===== config.mk =====
export PLATFORM = sky130hd
export DESIGN_NAME = step_sequencer_ctrl
export DESIGN_NICKNAME = d
export VERILOG_FILES = /design/src/rtl/step_sequencer_ctrl.sv
export SDC_FILE = /design/constraint.sdc
export NUM_CORES = 1
export LEC_CHECK = 0
export BUFFER_PORTS_ARGS = -buffer_cell sky130_fd_sc_hd__clkbuf_2
export CORE_ASPECT_RATIO = 0.8
export CORE_UTILIZATION = 30
export CTS_BUF_LIST = sky130_fd_sc_hd__clkbuf_8
export DETAILED_ROUTE_END_ITERATION = 8
export HOLD_SLACK_MARGIN = 0.06
export PLACE_DENSITY = 0.53
export SLEW_MARGIN = 20
export SYNTH_ARGS = -nofsm -noshare
export SYNTH_HDL_FRONTEND = slang
export SYNTH_SLANG_ARGS = --single-unit

===== constraint.sdc =====
create_clock -name clk -period 2.83 [get_ports clk]
set_clock_uncertainty 0.2 [all_clocks]
set_input_delay 0.566 -clock clk [delete_from_list [all_inputs] [get_ports clk]]
set_output_delay 0.566 -clock clk [all_outputs]
set_load 0.01 [all_outputs]

===== src/rtl/step_sequencer_ctrl.sv =====
// Step-sequencer controller: N-step on/off pattern walked at a fixed tempo.
// Optional macro SEQ_CLEAR_ON_EXIT_EN clears the pattern when sequencer_on falls.
module step_sequencer_ctrl #(
    parameter int STEPS       = 8,
    parameter int STEP_CYCLES = 2500000,
    parameter int GATE_CYCLES = 1250000
) (
    input  logic                     clk,
    input  logic                     rst,
    input  logic [STEPS-1:0]         toggle,
    input  logic                     sequencer_on,
    input  logic                     play,
    output logic [STEPS-1:0]         step_mask,
    output logic [$clog2(STEPS)-1:0] step_idx,
    output logic                     step_tick,
    output logic                     gate,
    output logic                     running
);
    localparam int IW = $clog2(STEPS);
    localparam int CW = $clog2(STEP_CYCLES);
    localparam logic [CW-1:0] CNT_LAST = CW'(STEP_CYCLES - 1);
    localparam logic [31:0] GATE_LEN = GATE_CYCLES;

    typedef enum logic {IDLE, RUN} state_e;

    state_e           state_q, state_d;
    logic [CW-1:0]    cnt_q, cnt_d;
    logic [IW-1:0]    idx_q, idx_d;
    logic [STEPS-1:0] mask_q, mask_d;
    logic             run;

    assign run = sequencer_on & play;

`ifdef SEQ_CLEAR_ON_EXIT_EN
    logic son_q;

    always_ff @(posedge clk) begin
        if (rst) son_q <= 1'b0;
        else     son_q <= sequencer_on;
    end
`endif

    always_comb begin
        state_d = state_q;
        cnt_d   = cnt_q;
        idx_d   = idx_q;
        mask_d  = mask_q;
        if (sequencer_on) mask_d = mask_q ^ toggle;
`ifdef SEQ_CLEAR_ON_EXIT_EN
        if (son_q && !sequencer_on) mask_d = '0;
`endif
        unique case (state_q)
            IDLE: begin
                cnt_d = '0;
                idx_d = '0;
                if (run) state_d = RUN;
            end
            RUN: begin
                if (!run) begin
                    // Stopping truncates the current step outright
                    state_d = IDLE;
                    cnt_d   = '0;
                    idx_d   = '0;
                end else if (cnt_q == CNT_LAST) begin
                    cnt_d = '0;
                    idx_d = idx_q + IW'(1);
                end else begin
                    cnt_d = cnt_q + CW'(1);
                end
            end
            default: state_d = IDLE;
        endcase
    end

    always_ff @(posedge clk) begin
        if (rst) begin
            state_q <= IDLE;
            cnt_q   <= '0;
            idx_q   <= '0;
            mask_q  <= '0;
        end else begin
            state_q <= state_d;
            cnt_q   <= cnt_d;
            idx_q   <= idx_d;
            mask_q  <= mask_d;
        end
    end

    assign running   = (state_q == RUN);
    assign step_tick = running & (cnt_q == '0);
    assign gate      = running & mask_q[idx_q] & (32'(cnt_q) < GATE_LEN);
    assign step_mask = mask_q;
    assign step_idx  = idx_q;
endmodule


# Word-level counts from Yosys, hierarchy flattened

Index checks and enable logic that the tools add are counted.

Bits in registers: 34
Output and inout bits: 14
Logic and storage cells: 26

Add/sub/neg operators: 2
$lt $le $gt $ge: 2
Equality and inequality tests: 2
Muxes and demuxes: 9
Bitwise gates (word level): 6
Reductions and logical operators: 1

Operators with widths:

| cell                  | number |
|---|---|
| $mux 22               | 2 |
| $pmux 22 s2           | 1 |
| $add 22x1->22 const B | 1 |
| $eq 22x22->1 const B  | 1 |
| $logic_not 22->1      | 1 |
| $lt 22x21->1 const B  | 1 |
| $xor 8x8->8           | 1 |
| $mux 3                | 2 |
| $pmux 3 s2            | 1 |
| $and 1x1->1           | 4 |
| $lt 3x4->1 const B    | 1 |
| $add 3x1->3 const B   | 1 |
| $bmux 1 s3            | 1 |
| $ne 3x2->1 const B    | 1 |
| $mux 1                | 2 |
| $not 1->1             | 1 |

# Longest topological paths before layout

Depth after elaboration: 4
Gate-level depth with buffers: 6

# Least setup slack after synthesis

OpenSTA, ideal clock, no wires.

Path kind: flip-flop to flip-flop
From: reg cnt_q[0]
To: reg idx_q[2] (netlist: step_idx[2])
Setup time: 0.070 ns
Arrival time: 1.884 ns
Data required time: 2.560 ns
Setup slack: 0.676 ns
Stages on the path, launching flop included: 6
Buffers on the path: 0
Path through: dfxtp_1 > ha_1 > nand4_1 > or4_4 > or4_1 > a21oi_1

Longest elaborated chain between the ends: 2

Ends and longest elaborated chain:

| element                  | RTL line | text |
|---|---|---|
| start: declaration       | 27       | `logic [CW-1:0] cnt_q, cnt_d;` |
| start signal: assignment | 83       | `cnt_q <= cnt_d;` |
| $eq 22x22->1             | 64       | `end else if (cnt_q == CNT_LAST) begin` |
| $ne 3x2->1 (no line)     | -        |  |
| end signal: assignment   | 84       | `idx_q <= idx_d;` |
| end: declaration         | 28       | `logic [IW-1:0] idx_q, idx_d;` |

No other way between the ends.
A chain may end at the register's enable or synchronous reset.

# Worst setup path in the final report

From: reg cnt_q[0]
To: out step_tick

Longest elaborated chain between the ends: 2

Ends and longest elaborated chain:

| element          | RTL line | text |
|---|---|---|
| $logic_not 22->1 | 90       | `assign step_tick = running & (cnt_q == '0);` |
| $and 1x1->1      | 90       |  |
| end: declaration | 15       | `output logic step_tick,` |

No other way between the ends.

==> results.toml <==
[outcome]
status = "completed"

[power_and_ir_drop]
peakVddDrop_v = 0.000186
cellPowerDensity_nw_per_um2 = 463
power.leakage_uw = 0.000668

[worst_setup_path]
timing.critical_path.arrival_ns = 1.89
crit-reg2reg-capture = "step_idx[2]"
ff2ff_path_depth = 5
worstPathMaxFanout = 4
worst_r2r_startpoint = "cnt_q[0]"
cp-end-kind = "output pin"
crit_type = "reg2out"
start_kind = "register"
cp_data_required_time_ns = 2.06
timing.reg2reg.setup_slack_ns = 0.51

[final_layout]
final.fill_count = 566
nets_finish = 244
drive_above_1_share_pct = 17.8
number_of_antenna_cells_inserted = 0
layout.core_utilization_pct = 36.4
area_growth_pct = 15.6

[routing]
vias_per_cell = 4.76
postRouteAntennaNets = 0
routedWlPerCell_um = 12.4
detail_route.drc_violations = 0
drt-total-wl_um = 3820
initialDrtViolationCount = 62
drt-pass1-iter-count = 4
route.vias.total = 1467

[synth]
netlist_area_um2 = 1730
synth-edff-count = 0
post_synth.cell_area_avg_um2 = 8.43
asyncSetResetFlopFracSynth_pct = 0
ys_seq_area_share_pct = 39.4
synthesis.yosys.warnings = 0
ys.flop_type = "dfxtp_1"
synth.ff_latch_count = 34
syn_inst = 205
synthesis.nets = 220
synthDistinctLibCells = 39

[global_route]
gr-total-overflow = 0
gr-usage-all-layers_pct = 13.2
number_of_antenna_violations_at_the_first_check_in_global_routing = 0
grt_max_degree = 23
grt_pass1_vias = 1357
first_pass_grt_wire_length_um = 6190

[clock_tree]
ctsHtreeMaxLevel = 2
cts_tree = "yes"
clk_pin_slew_ns = 0.07
clk_latency_ns = 0.29
clk_root_buffer_cell = "clkbuf_8"
cts_repair_resize_count = 0
postCtsSetupRepairBufs = 0
clock_path_buffers = 2
clock_sink_count = 34
cts_buffers = 5
post_cts_hold_buffer_count = 0

[min_path]
timing.hold.worst.start = "cnt_q[0]"
holdPathEnd = "cnt_q[0]"
worstHoldPathCells = 1
worst_hold_path_type = "reg2reg"

[place]
globalplace.congestion = 0.868
number_of_port_buffers = 25
hpwlAfterDp_um = 2730
preCtsSetupSlack_ns = 0.490

[die]
number_of_top_level_design_ports = 26
placement_row_count = 24
dieHeight_um = 69.9
fp.dieArea_um2 = 6070
die_w_um = 86.9
initial_core_util_pct = 31.5
coreArea_um2 = 5500

[timing]
period_minus_slack_ns = 2.66
finalMaxSlewViolations = 0
tightest_slew_ns = 0.420
finalHoldViolations = 0
fmax_mhz = 376
timing.max_slew.rel_slack_pct = 72.0
grt_setup_unrepaired = "no"
tns_setup_ns = 0
whs_ns = 0.280
final_critical_path_setup_slack_ns = 0.173
fin_crit_sh_pct = 93.9
setup_violations = 0

[job]
timing.max_cap.violations = 0
==> area by class of cell <==
class | instances | area (µm²) | area share, %
Clock inverter | 2 | 12.5 | 0.626
Tap cell | 78 | 97.6 | 4.88
Multi-Input combinational cell | 156 | 970 | 48.5
Clock buffer | 6 | 82.6 | 4.13
Sequential cell | 34 | 681 | 34.1
Inverter | 6 | 22.5 | 1.13
Timing Repair Buffer | 26 | 133 | 6.64
==> worst max path at each step <==
stage,start,to,slack [ns],cells after the start
2_1_floorplan,cnt_q[0],step_idx[2],0.68,5
3_3_place_gp,cnt_q[0],step_tick,0.51,6
3_5_place_dp,cnt_q[0],step_tick,0.49,6
4_1_cts,cnt_q[0],step_tick,0.18,6
5_1_grt,cnt_q[0],step_tick,0.10,6
6_report,cnt_q[0],step_tick,0.17,6
==> synth_stat cells (3+ instances only) <==
cell type	instances	area share (%)
xor2_1	11	5.6
a21oi_1	9	2.6
nor2_1	34	7.4
dfxtp_1	34	39
inv_1	6	1.3
o21ai_0	6	1.7
buf_2	3	0.87
nor3_1	5	1.4
buf_4	3	1.3
nand4_1	10	3.6
nor4_1	7	2.5
or4_1	5	2.2
or3_1	6	2.2
xnor2_1	11	5.6
nand3_1	5	1.4
ha_1	3	2.2
o31ai_1	3	1.3
nand2_1	19	4.1
==> sequential cells by signal, summed over array words and instances (netlist names) <==
register   count
step_idx       3
cnt_q         22
running        1
step_mask      8
==> per-stage QoR <==
stage / total power [µW] / instance area [µm²] / std cells
after CTS: 940 / 2000 / 308
after global routing: 965 / 2000 / 308
final: 925 / 2000 / 308
after floorplan: 541 / 1730 / 205
after global placement: 564 / 1900 / 300
after detailed placement: 564 / 1900 / 300
==> per-layer routing <==
metal	GRT usage [%]	share of wire, %	vias to the layer above	wire [µm]
met5	0	0	-	0
met4	5.19	1.0	0	40
met3	3.66	3.6	5	137
met2	19.3	42	23	1600
met1	18.3	54	666	2050
li1	-	-	773	-
==> worst max-delay path, cell delays in order (launching register included) <==
cell and delay, ns:
dfxtp_1 0.35, inv_1 0.07, ha_1 0.13, or4b_2 0.60, nor3_1 0.14, and3_1 0.19
clkbuf_2 0.13
==> cell families after synthesis <==
| group | count (synthesis) | share of synthesized area [%] |
|---|---|---|
| AND/OR/NAND/NOR | 105 | 31.5 |
| adder cells (fa/ha/maj) | 3 | 2.17 |
| flip-flops | 34 | 39.4 |
| buffers and inverters | 15 | 4.56 |
| multiplexers | 3 | 3.18 |
| XOR/XNOR | 22 | 11.1 |
| AO/OA/AOI/OAI | 23 | 8.10 |
==> cell usage in the layout, fill, tap and decap left out, types with 2 or more instances in the layout <==
| cell | synthesis | final |
|---|---|---|
| o21ai_0 | 6 | 6 |
| nand3_1 | 5 | 5 |
| ha_1 | 3 | 3 |
| a21oi_1 | 9 | 9 |
| or4_1 | 5 | 5 |
| xnor2_1 | 11 | 11 |
| xor2_1 | 11 | 11 |
| o31ai_1 | 3 | 3 |
| dfxtp_1 | 34 | 34 |
| and3_1 | 2 | 2 |
| nand2_1 | 19 | 19 |
| clkbuf_8 | 0 | 6 |
| inv_1 | 6 | 6 |
| clkbuf_2 | 0 | 25 |
| nand4_1 | 10 | 10 |
| nor4_1 | 7 | 7 |
| nor3_1 | 5 | 5 |
| or3_1 | 6 | 6 |
| mux4_2 | 2 | 2 |
| nor2_1 | 34 | 34 |
| nand4b_1 | 2 | 2 |
==> power by group <==
group / internal [µW] / switching (µW) / total [µW]
Combinational: 26.7 / 27.1 / 53.9
Clock: 195 / 177 / 373
Sequential: 489 / 9.26 / 498
Total: 711 / 214 / 925
Note: power is estimated with default switching activity, not from simulation.
